### src/rtl/pbit_sweep_scheduler_if.sv
// Bus between the p-bit sweep scheduler and its host/sampler:
// config writes, run control, and the per-p-bit update handshake.
interface pbit_sweep_scheduler_if #(
  parameter int N          = 3,
  parameter int INT_SIZE   = 8,
  parameter int FLOAT_SIZE = 24
);
  localparam int W  = INT_SIZE + FLOAT_SIZE;
  localparam int AW = $clog2(N*N + N);
  localparam int IW = $clog2(N);

  logic                 cfg_we;
  logic [AW-1:0]        cfg_addr;
  logic signed [W-1:0]  cfg_data;
  logic                 start;
  logic [15:0]          num_sweeps;
  logic                 upd_req;
  logic [IW-1:0]        upd_idx;
  logic signed [W-1:0]  upd_z;
  logic                 upd_ack;
  logic                 upd_m;
  logic [N-1:0]         m_out;
  logic                 busy;
  logic                 done;
  logic [15:0]          sweep_cnt;

  modport master (
    output cfg_we, cfg_addr, cfg_data, start, num_sweeps, upd_ack, upd_m,
    input  upd_req, upd_idx, upd_z, m_out, busy, done, sweep_cnt
  );

  modport slave (
    input  cfg_we, cfg_addr, cfg_data, start, num_sweeps, upd_ack, upd_m,
    output upd_req, upd_idx, upd_z, m_out, busy, done, sweep_cnt
  );
endinterface

### src/rtl/pbit_sweep_scheduler.sv
// Sequential (Gibbs) sweep scheduler for a small p-bit network: builds each
// p-bit's local field from the current state, hands it out, and folds back the sample.
module pbit_sweep_scheduler #(
  parameter int N          = 3,
  parameter int INT_SIZE   = 8,
  parameter int FLOAT_SIZE = 24
) (
  input  logic                  clk,
  input  logic                  rst,
  pbit_sweep_scheduler_if.slave bus
);
  localparam int W     = INT_SIZE + FLOAT_SIZE;
  localparam int IW    = $clog2(N);
  localparam int AW    = $clog2(N*N + N);
  localparam int WIW   = $clog2(N*N);
  localparam int ACC_W = W + $clog2(N) + 1;

  typedef enum logic [2:0] {S_IDLE, S_ACCUM, S_BIAS, S_ISSUE, S_DONE} state_t;

  state_t                  r_state, w_state_nxt;
  logic signed [W-1:0]     r_w [N*N];
  logic signed [W-1:0]     r_b [N];
  logic signed [ACC_W-1:0] r_acc;
  logic signed [W-1:0]     r_z;
  logic [N-1:0]            r_m;
  logic [15:0]             r_sweep;
  logic [15:0]             r_nsw;
  logic [IW-1:0]           r_i;
  logic [IW-1:0]           r_j;
  logic [WIW-1:0]          r_base;

  logic [WIW-1:0]          w_widx;
  logic signed [W-1:0]     w_wsel;
  logic signed [ACC_W-1:0] w_wext;
  logic signed [ACC_W-1:0] w_term;
  logic signed [ACC_W-1:0] w_bext;
  logic signed [ACC_W-1:0] w_biased;
  logic                    w_last_i;
  logic                    w_last_j;
  logic                    w_more;

  function automatic logic signed [W-1:0] sat_w(input logic signed [ACC_W-1:0] v);
    logic signed [ACC_W-1:0] hi;
    logic signed [ACC_W-1:0] lo;
    hi = {{(ACC_W-W+1){1'b0}}, {(W-1){1'b1}}};
    lo = {{(ACC_W-W+1){1'b1}}, {(W-1){1'b0}}};
    if (v > hi)      return {1'b0, {(W-1){1'b1}}};
    else if (v < lo) return {1'b1, {(W-1){1'b0}}};
    else             return v[W-1:0];
  endfunction

  // r_base tracks i*N so the weight row is addressed without a multiplier
  assign w_widx   = r_base + WIW'(r_j);
  assign w_wsel   = r_w[w_widx];
  assign w_wext   = {{(ACC_W-W){w_wsel[W-1]}}, w_wsel};
  assign w_term   = (r_j == r_i) ? '0 : (r_m[r_j] ? w_wext : -w_wext);
  assign w_bext   = {{(ACC_W-W){r_b[r_i][W-1]}}, r_b[r_i]};
  assign w_biased = r_acc + w_bext;
  assign w_last_i = (r_i == IW'(N-1));
  assign w_last_j = (r_j == IW'(N-1));
  assign w_more   = ({1'b0, r_sweep} + 17'd1) < {1'b0, r_nsw};

  always_ff @(posedge clk) begin
    if (rst) r_state <= S_IDLE;
    else     r_state <= w_state_nxt;
  end

  always_comb begin
    w_state_nxt = r_state;
    unique case (r_state)
      S_IDLE:  if (bus.start) w_state_nxt = (bus.num_sweeps != 16'd0) ? S_ACCUM : S_DONE;
      S_ACCUM: if (w_last_j) w_state_nxt = S_BIAS;
      S_BIAS:  w_state_nxt = S_ISSUE;
      S_ISSUE: if (bus.upd_ack) w_state_nxt = (!w_last_i || w_more) ? S_ACCUM : S_DONE;
      S_DONE:  w_state_nxt = S_IDLE;
      default: w_state_nxt = S_IDLE;
    endcase
  end

  always_ff @(posedge clk) begin
    if (rst) begin
      for (int k = 0; k < N*N; k++) r_w[k] <= '0;
      for (int k = 0; k < N; k++)   r_b[k] <= '0;
      r_acc   <= '0;
      r_z     <= '0;
      r_m     <= '0;
      r_sweep <= '0;
      r_nsw   <= '0;
      r_i     <= '0;
      r_j     <= '0;
      r_base  <= '0;
    end else begin
      unique case (r_state)
        S_IDLE: begin
          if (bus.cfg_we) begin
            if (bus.cfg_addr < AW'(N*N))
              r_w[WIW'(bus.cfg_addr)] <= bus.cfg_data;
            else if (bus.cfg_addr < AW'(N*N + N))
              r_b[IW'(bus.cfg_addr - AW'(N*N))] <= bus.cfg_data;
          end
          if (bus.start && bus.num_sweeps != 16'd0) begin
            r_nsw   <= bus.num_sweeps;
            r_sweep <= '0;
            r_i     <= '0;
            r_j     <= '0;
            r_base  <= '0;
            r_acc   <= '0;
          end
        end
        S_ACCUM: begin
          r_acc <= r_acc + w_term;
          r_j   <= r_j + 1'b1;
        end
        S_BIAS: r_z <= sat_w(w_biased);
        S_ISSUE: begin
          // the new sample lands before the next ACCUM reads r_m
          if (bus.upd_ack) begin
            r_m[r_i] <= bus.upd_m;
            r_acc    <= '0;
            r_j      <= '0;
            if (w_last_i) begin
              r_i     <= '0;
              r_base  <= '0;
              r_sweep <= r_sweep + 16'd1;
            end else begin
              r_i    <= r_i + 1'b1;
              r_base <= r_base + WIW'(N);
            end
          end
        end
        default: ;
      endcase
    end
  end

  assign bus.upd_req   = (r_state == S_ISSUE);
  assign bus.upd_idx   = r_i;
  assign bus.upd_z     = r_z;
  assign bus.m_out     = r_m;
  assign bus.busy      = (r_state != S_IDLE);
  assign bus.done      = (r_state == S_DONE);
  assign bus.sweep_cnt = r_sweep;
endmodule

### src/flat_wrapper.sv
// flat-port wrapper written by rule: the top's interface ports become plain ports
module pbit_sweep_scheduler_flat 
#(
  parameter int N          = 3,
  parameter int INT_SIZE   = 8,
  parameter int FLOAT_SIZE = 24
)
  (clk, rst, bus_cfg_we, bus_cfg_addr, bus_cfg_data, bus_start, bus_num_sweeps, bus_upd_ack, bus_upd_m, bus_upd_req, bus_upd_idx, bus_upd_z, bus_m_out, bus_busy, bus_done, bus_sweep_cnt);
  pbit_sweep_scheduler_if #(.N(N), .INT_SIZE(INT_SIZE), .FLOAT_SIZE(FLOAT_SIZE)) bus_i ();
  input  logic clk;
  input  logic rst;
  input wire logic [$bits(bus_i.cfg_we)-1:0] bus_cfg_we;
  input wire logic [$bits(bus_i.cfg_addr)-1:0] bus_cfg_addr;
  input wire logic [$bits(bus_i.cfg_data)-1:0] bus_cfg_data;
  input wire logic [$bits(bus_i.start)-1:0] bus_start;
  input wire logic [$bits(bus_i.num_sweeps)-1:0] bus_num_sweeps;
  input wire logic [$bits(bus_i.upd_ack)-1:0] bus_upd_ack;
  input wire logic [$bits(bus_i.upd_m)-1:0] bus_upd_m;
  output wire logic [$bits(bus_i.upd_req)-1:0] bus_upd_req;
  output wire logic [$bits(bus_i.upd_idx)-1:0] bus_upd_idx;
  output wire logic [$bits(bus_i.upd_z)-1:0] bus_upd_z;
  output wire logic [$bits(bus_i.m_out)-1:0] bus_m_out;
  output wire logic [$bits(bus_i.busy)-1:0] bus_busy;
  output wire logic [$bits(bus_i.done)-1:0] bus_done;
  output wire logic [$bits(bus_i.sweep_cnt)-1:0] bus_sweep_cnt;
  assign bus_i.cfg_we = bus_cfg_we;
  assign bus_i.cfg_addr = bus_cfg_addr;
  assign bus_i.cfg_data = bus_cfg_data;
  assign bus_i.start = bus_start;
  assign bus_i.num_sweeps = bus_num_sweeps;
  assign bus_i.upd_ack = bus_upd_ack;
  assign bus_i.upd_m = bus_upd_m;
  assign bus_upd_req = bus_i.upd_req;
  assign bus_upd_idx = bus_i.upd_idx;
  assign bus_upd_z = bus_i.upd_z;
  assign bus_m_out = bus_i.m_out;
  assign bus_busy = bus_i.busy;
  assign bus_done = bus_i.done;
  assign bus_sweep_cnt = bus_i.sweep_cnt;
  pbit_sweep_scheduler #(.N(N), .INT_SIZE(INT_SIZE), .FLOAT_SIZE(FLOAT_SIZE)) u_core (.clk(clk), .rst(rst), .bus(bus_i));
endmodule
### config.mk
export PLATFORM = sky130hd
export DESIGN_NAME = pbit_sweep_scheduler_flat
export DESIGN_NICKNAME = d
export VERILOG_FILES = /design/src/rtl/pbit_sweep_scheduler_if.sv /design/src/rtl/pbit_sweep_scheduler.sv /design/src/flat_wrapper.sv
export SDC_FILE = /design/constraint.sdc
export NUM_CORES = 1
export LEC_CHECK = 0
export CAP_MARGIN = 30
export CORE_ASPECT_RATIO = 1.4
export CORE_MARGIN = 2
export CORE_UTILIZATION = 50
export CTS_CLUSTER_SIZE = 14
export DETAILED_ROUTE_END_ITERATION = 8
export PLACE_DENSITY = 0.67
export SETUP_SLACK_MARGIN = 0.02
export SYNTH_ARGS = -nofsm -noshare
export SYNTH_HDL_FRONTEND = slang
export SYNTH_SLANG_ARGS = --single-unit
### constraint.sdc
create_clock -name clk -period 16.65 [get_ports clk]
set_input_delay 3.33 -clock clk [delete_from_list [all_inputs] [get_ports clk]]
set_output_delay 3.33 -clock clk [all_outputs]
set_load 0.05 [all_outputs]
# ---- Word level (Yosys, flattened, before mapping)
# Memories as Yosys holds them, arrays and structs flattened. A register that Yosys moved wholly into a read port is not among the register bits.
# Cells that the tools add are included.
dict set report classes {
  addsub 10
  order_cmp 8
  eq_ne 12
  muxes 53
  n_reduce_logical 17
}
# cell n
set ops {}
lappend ops {{35-bit 2-to-1 mux} 4}
lappend ops {{32-bit 2-to-1 mux} 4}
lappend ops {{35-bit case mux with 3 select lines} 1}
lappend ops {{32-bit OR reduction} 2}
lappend ops {{16-bit 2-to-1 mux} 3}
lappend ops {{35-bit by 32-bit adder with 35-bit output} 1}
lappend ops {{35-bit adder} 1}
lappend ops {{35-bit by 32-bit greater-than comparator with 1-bit output, second input constant} 1}
lappend ops {{35-bit by 32-bit less-than comparator with 1-bit output, second input constant} 1}
lappend ops {{35-bit negator} 1}
lappend ops {{16-bit case mux with 2 select lines} 1}
lappend ops {{16-bit by 1-bit adder with 17-bit output, second input constant} 1}
lappend ops {{17-bit by 16-bit less-than comparator with 1-bit output} 1}
lappend ops {{1-bit 2-to-1 mux} 17}
lappend ops {{16-bit by 1-bit adder with 16-bit output, second input constant} 1}
lappend ops {{4-bit 2-to-1 mux} 4}
lappend ops {{16-bit nonzero test} 1}
lappend ops {{3-bit 2-to-1 mux} 5}
lappend ops {{2-bit 2-to-1 mux} 7}
lappend ops {{3-bit case mux with 4 select lines} 1}
lappend ops {{3-bit AND reduction} 3}
lappend ops {{4-bit less-than comparator, second input constant} 2}
lappend ops {{4-bit case mux with 2 select lines} 1}
lappend ops {{3-bit by 2-bit == test with 1-bit output, second input constant} 2}
lappend ops {{other kinds (25)} 34}
dict set report totals {
  register_bits 113
  mem_bits_rw 384
  in_bits 58
  output_inout_bits 56
  elab_cells 111
  memories 2
}
# name depth width rd rd_ports_with_merged_regs wr line_no
set mem_list {}
lappend mem_list {u_core.r_w 9 32 1 0 9 pbit_sweep_scheduler.sv:21} ;# logic signed [W-1:0] r_w [N*N];
lappend mem_list {u_core.r_b 3 32 1 1 3 pbit_sweep_scheduler.sv:22} ;# logic signed [W-1:0] r_b [N];

# ---- Logic depth before layout (Yosys ltp)
dict set report depth {
  depth_word 9
  depth_mapped 28
  ltp_nobuf 23
}

# ---- Worst setup path before layout
# OpenSTA, ideal clock, no wires.
dict set report synth_path {
  path_kind {reg-to-reg}
  from {register u_core.r_base[0]}
  to {register u_core.r_acc[30]}
  setup_ns 0.117
  arrival_ns 5.890
  t_required_ns 16.533
  path_slack_ns 10.643
  stages_incl_launch_ff 28
  path_buffers 5
  synth_period_minus_slack_ns 6.007
  path_cell_list {dfxtp_1 ha_1 fa_1 buf_2 buf_2 buf_2 buf_2 clkbuf_1 mux4_2 mux2i_1 o21ai_0 a2bb2oi_1 nand4_1 or3_4 o21ai_0 xnor2_1 nor2_1 ha_1 and3_1 nor2b_1 nand3_1 and4_1 a21oi_1 o21ai_0 a21boi_0 a31oi_1 xnor2_1 a22o_1}
}
dict set report synth_via {
  elab_chain_len 7
}
# element line_no
set synth_rtl {}
lappend synth_rtl {{start: declaration} pbit_sweep_scheduler.sv:30} ;# logic [WIW-1:0] r_base;
lappend synth_rtl {{start signal: assignment} pbit_sweep_scheduler.sv:127} ;# r_base <= r_base + WIW'(N);
lappend synth_rtl {{4-bit by 2-bit adder with 4-bit output *} pbit_sweep_scheduler.sv:53} ;# assign w_widx = r_base + WIW'(r_j);
lappend synth_rtl {{memory read 9 x 32 bit *} --}
lappend synth_rtl {{35-bit negator} pbit_sweep_scheduler.sv:56} ;# assign w_term = (r_j == r_i) ? '0 : (r_m[r_j] ? w_wext : -w_wext);
lappend synth_rtl {{35-bit 2-to-1 mux * (2 in series)} pbit_sweep_scheduler.sv:56}
lappend synth_rtl {{35-bit adder *} pbit_sweep_scheduler.sv:111} ;# r_acc <= r_acc + w_term;
lappend synth_rtl {{35-bit case mux with 3 select lines *} pbit_sweep_scheduler.sv:93} ;# unique case (r_state)
lappend synth_rtl {{end signal: assignment} pbit_sweep_scheduler.sv:111}
lappend synth_rtl {{end: declaration} pbit_sweep_scheduler.sv:23} ;# logic signed [ACC_W-1:0] r_acc;
# Mark *: on every way between the ends. The rest lies on a longest branch, timed or not.
# A chain may end at the register's enable or synchronous reset.

# ---- Final worst setup path
dict set report layout_path {
  from {register u_core.r_j[0]}
  to {register u_core.r_acc[30]}
}
dict set report layout_via {
  elab_chain_len 7
  elab_cells_between_ends 10
  cone_classes {add/sub (3); eq/ne (1); mux (5); memory (1)}
}
# element line_no
set layout_rtl {}
lappend layout_rtl {{start: declaration} pbit_sweep_scheduler.sv:29} ;# logic [IW-1:0] r_j;
lappend layout_rtl {{start signal: assignment} pbit_sweep_scheduler.sv:112} ;# r_j <= r_j + 1'b1;
lappend layout_rtl {{4-bit by 2-bit adder with 4-bit output} pbit_sweep_scheduler.sv:53}
lappend layout_rtl {{memory read 9 x 32 bit} --}
lappend layout_rtl {{35-bit negator} pbit_sweep_scheduler.sv:56}
lappend layout_rtl {{35-bit 2-to-1 mux} pbit_sweep_scheduler.sv:56}
lappend layout_rtl {{35-bit 2-to-1 mux *} pbit_sweep_scheduler.sv:56}
lappend layout_rtl {{35-bit adder *} pbit_sweep_scheduler.sv:111}
lappend layout_rtl {{35-bit case mux with 3 select lines *} pbit_sweep_scheduler.sv:93}
# Mark *: on every way between the ends. The rest lies on a longest branch, timed or not. The select of a mux whose other input is x is not followed.

==> impl_metrics.json <==
{
  "grt_pass1_wl_mm": 140,
  "ios": 114,
  "met1_usage": 0.282,
  "rows": 117,
  "syn_area_per_cell_sq_um": 13.4,
  "layout-drive-gt1-share": 0.130,
  "synth_edf_count": 640,
  "ys_types": 78,
  "post-place-ws_ns": 8.09,
  "synth-async-reset-ratio": 0,
  "wirelength_mm": 91.9,
  "path_max_fanout": 38,
  "synth_seq_cells": 755,
  "outcome": "complete, no violations",
  "min_from": "u_core.r_nsw[12]",
  "cts_resized": 0,
  "hold_depth": 2,
  "relSlewSlack": 0.346,
  "antenna_left": 0,
  "cts_htree_levels": 3,
  "finalCritPeriodShare": 0.483,
  "first_pass_iters": 5,
  "dr_total_vias": 23100,
  "synthTopCellsByArea": "edfxtp_1, mux4_2, and2_1, dfxtp_1, ha_1",
  "synth_top_cell_area_share": 0.523,
  "post-route-drc-count": 0,
  "setup_viol": 0,
  "worstRegToRegCells": 22,
  "fin_setup_tns_ns": 0,
  "worst_setup_path_start_kind": "flop",
  "ys_warn_count": 0,
  "yosysSeqAreaShare": 0.586,
  "die_w_um": 233,
  "synth_top_area_cell": "edfxtp_1",
  "holdBufCountCts": 0,
  "cts_root_buf": "clkbuf_16",
  "postCtsSetupBuffers": 0,
  "wl_per_cell_um": 22.6,
  "cts_tree": "built",
  "finalInstanceArea_sq_um": 42200,
  "finalCriticalPeriod_ns": 8.04,
  "dieArea_sq_um": 75700,
  "power_leakage_uw": 0.0162,
  "synth_area_sq_um": 36700,
  "cts_sinks": 755,
  "rrSetupSlack_ns": 8.61,
  "grt_max_degree": 72,
  "start_util": 0.505,
  "cts_buffers": 76,
  "ys.flop_type": "edfxtp_1",
  "power_density_nw_per_um2": 102,
  "path_class": "reg -> reg",
  "hold_viol_final": 0,
  "clk_latency_ns": 0.63,
  "syn_inst": 2738,
  "reg2reg_to": "u_core.r_acc[30]",
  "grtUsageMet3": 0.0337,
  "gp_congestion": 0.905,
  "setup_ws_ns": 8.61,
  "die_h_um": 325,
  "tightest_slew_ns": 0.977,
  "port_buffers": 113,
  "rsz0062_at_grt": "false",
  "finalNonFillerCells": 4070,
  "syn_to_final_growth_pct": 14.7,
  "fin_nets": 3209,
  "clock_path_buffers": 3,
  "hpwl_mm": 61.4,
  "drt_iter0_markers": 1700,
  "grt_util_met2": 0.452,
  "crit_required_ns": 17.18,
  "fmax_mhz": 124,
  "crit_path_end_kind": "flop",
  "crit_arrival_ns": 8.57,
  "rr_startpoint": "u_core.r_j[0]",
  "nFillCells": 5871,
  "hp-class": "reg -> reg",
  "dpl.cell_count": 3931,
  "synth.most_common_cell": "edfxtp_1",
  "slew_viol_final": 0,
  "clkSlewWorstSetupHoldPaths_ns": 0.06,
  "overflow": 0,
  "hold-path-endpoint": "u_core.r_nsw[12]",
  "synth_commonest_cells": "edfxtp_1, and2_1, nor2_1, mux4_2, clkbuf_1",
  "via_per_inst": 5.69,
  "core_area_sq_um": 72800,
  "antenna_found_initial": 5,
  "vdd_drop_max_mv": 0.0837,
  "grtUsageTotal": 0.246,
  "dpl-instance-area_sq_um": 39700,
  "grt_pass1_vias": 24000,
  "hold_ws_ns": 0.455,
  "maxCapViolCount": 0,
  "top_usage_layer": "met2",
  "clock_skew_ns": 0.0225
}
==> where the power goes <==
group | switching, uW | leakage, uW | total (uW) | internal [uW]
Sequential | 33.0 | 0.00739 | 2180 | 2150
Clock | 722 | 0.00115 | 1650 | 930
Combinational | 265 | 0.00765 | 448 | 183
Total | 1020 | 0.0162 | 4280 | 3260
==> worst max-delay path by stage <==
| stage | slack [ns] | endpoint | from | cells after the start |
|---|---|---|---|---|
| after global routing | 7.90 | u_core.r_acc[30] | u_core.r_j[0] | 22 |
| after detailed placement | 8.09 | u_core.r_acc[30] | u_core.r_j[0] | 25 |
| final | 8.61 | u_core.r_acc[30] | u_core.r_j[0] | 22 |
| after floorplan | 10.64 | u_core.r_acc[30] | u_core.r_base[0] | 27 |
| after global placement | 8.09 | u_core.r_acc[30] | u_core.r_j[0] | 25 |
| after CTS | 8.07 | u_core.r_acc[30] | u_core.r_j[0] | 25 |
==> cells in the final DEF (no fill, tap or decap), drive strengths merged, types with 53 or more instances in the layout <==
cell,Yosys,routed
a21oi,126,126
and2,392,392
clkbuf,129,93
clkdlybuf4s50,0,112
conb,1,256
dfxtp,115,115
edfxtp,640,640
ha,89,89
mux4,170,170
nand2,106,106
nor2,178,178
o21ai,123,123
xor2,53,53
==> area by class of cell <==
cell class / instances / area [sq um] / share of cell area
Sequential cell: 755 / 21500 / 0.511
Multi-Input combinational cell: 2018 / 15300 / 0.363
Clock buffer: 93 / 2030 / 0.0481
Timing Repair Buffer: 163 / 1620 / 0.0384
Tap cell: 952 / 1190 / 0.0283
Clock inverter: 41 / 335 / 0.00795
Inverter: 45 / 169 / 0.00401
Antenna cell: 3 / 7.51 / 0.000178
==> flip-flops by register name, summed over array words and instances, names as in the netlist, named ones only <==
signal                count
u_core.bus.upd_z         32
u_core.r_state            3
u_core.r_nsw             16
u_core.r_acc             35
u_core.r_j                2
u_core.r_b              128
u_core.bus.upd_idx        2
u_core.bus.m_out          3
u_core.r_w              512
u_core.r_base             4
u_core.bus.sweep_cnt     16
==> per-layer routing <==
layer | vias to the layer above | part of all wire
met5 | - | 0.00027
met4 | 4 | 0.039
met3 | 194 | 0.055
met2 | 696 | 0.53
met1 | 11600 | 0.37
li1 | 10600 | -
==> metrics by stage <==
stage               power, uW  utilization
CTS                      4310        0.579
detailed placement       2670        0.546
global placement         2650        0.544
floorplan                2520            -
global route             4430        0.579
finish                   4280        0.579
==> logic make-up (layout without fill, tap and decap cells) <==
| kind of cell | after synthesis | after routing | synth area share |
|---|---|---|---|
| AND/OR/NAND/NOR | 877 | 877 | 0.130 |
| flip-flops | 755 | 755 | 0.586 |
| AO/OA/AOI/OAI | 465 | 465 | 0.0800 |
| multiplexers | 226 | 226 | 0.120 |
| buffers and inverters | 220 | 342 | 0.0274 |
| XOR/XNOR | 102 | 102 | 0.0245 |
| adder cells (fa/ha/maj) | 92 | 92 | 0.0319 |
| other | 1 | 259 | 0.000102 |
==> critical path, cell delays in order (launching register included) <==
cell and delay [ns]:
dfxtp_1 0.42, ha_4 0.71, buf_4 0.53, buf_4 0.69, buf_4 0.41, buf_16 0.30, mux4_2 0.55, mux4_2 0.60
nor3_1 0.61, a21oi_1 0.18, xor2_1 0.16, nor2_1 0.06, ha_1 0.35, and3_1 0.23, nor2b_1 0.23, nand3_1 0.10
and4_1 0.23, a21oi_1 0.30, o21ai_0 0.24, a21boi_0 0.38, a31oi_1 0.15, xnor2_1 0.14, a22o_1 0.19
No activity file was read; power rests on OpenSTA's default activity.
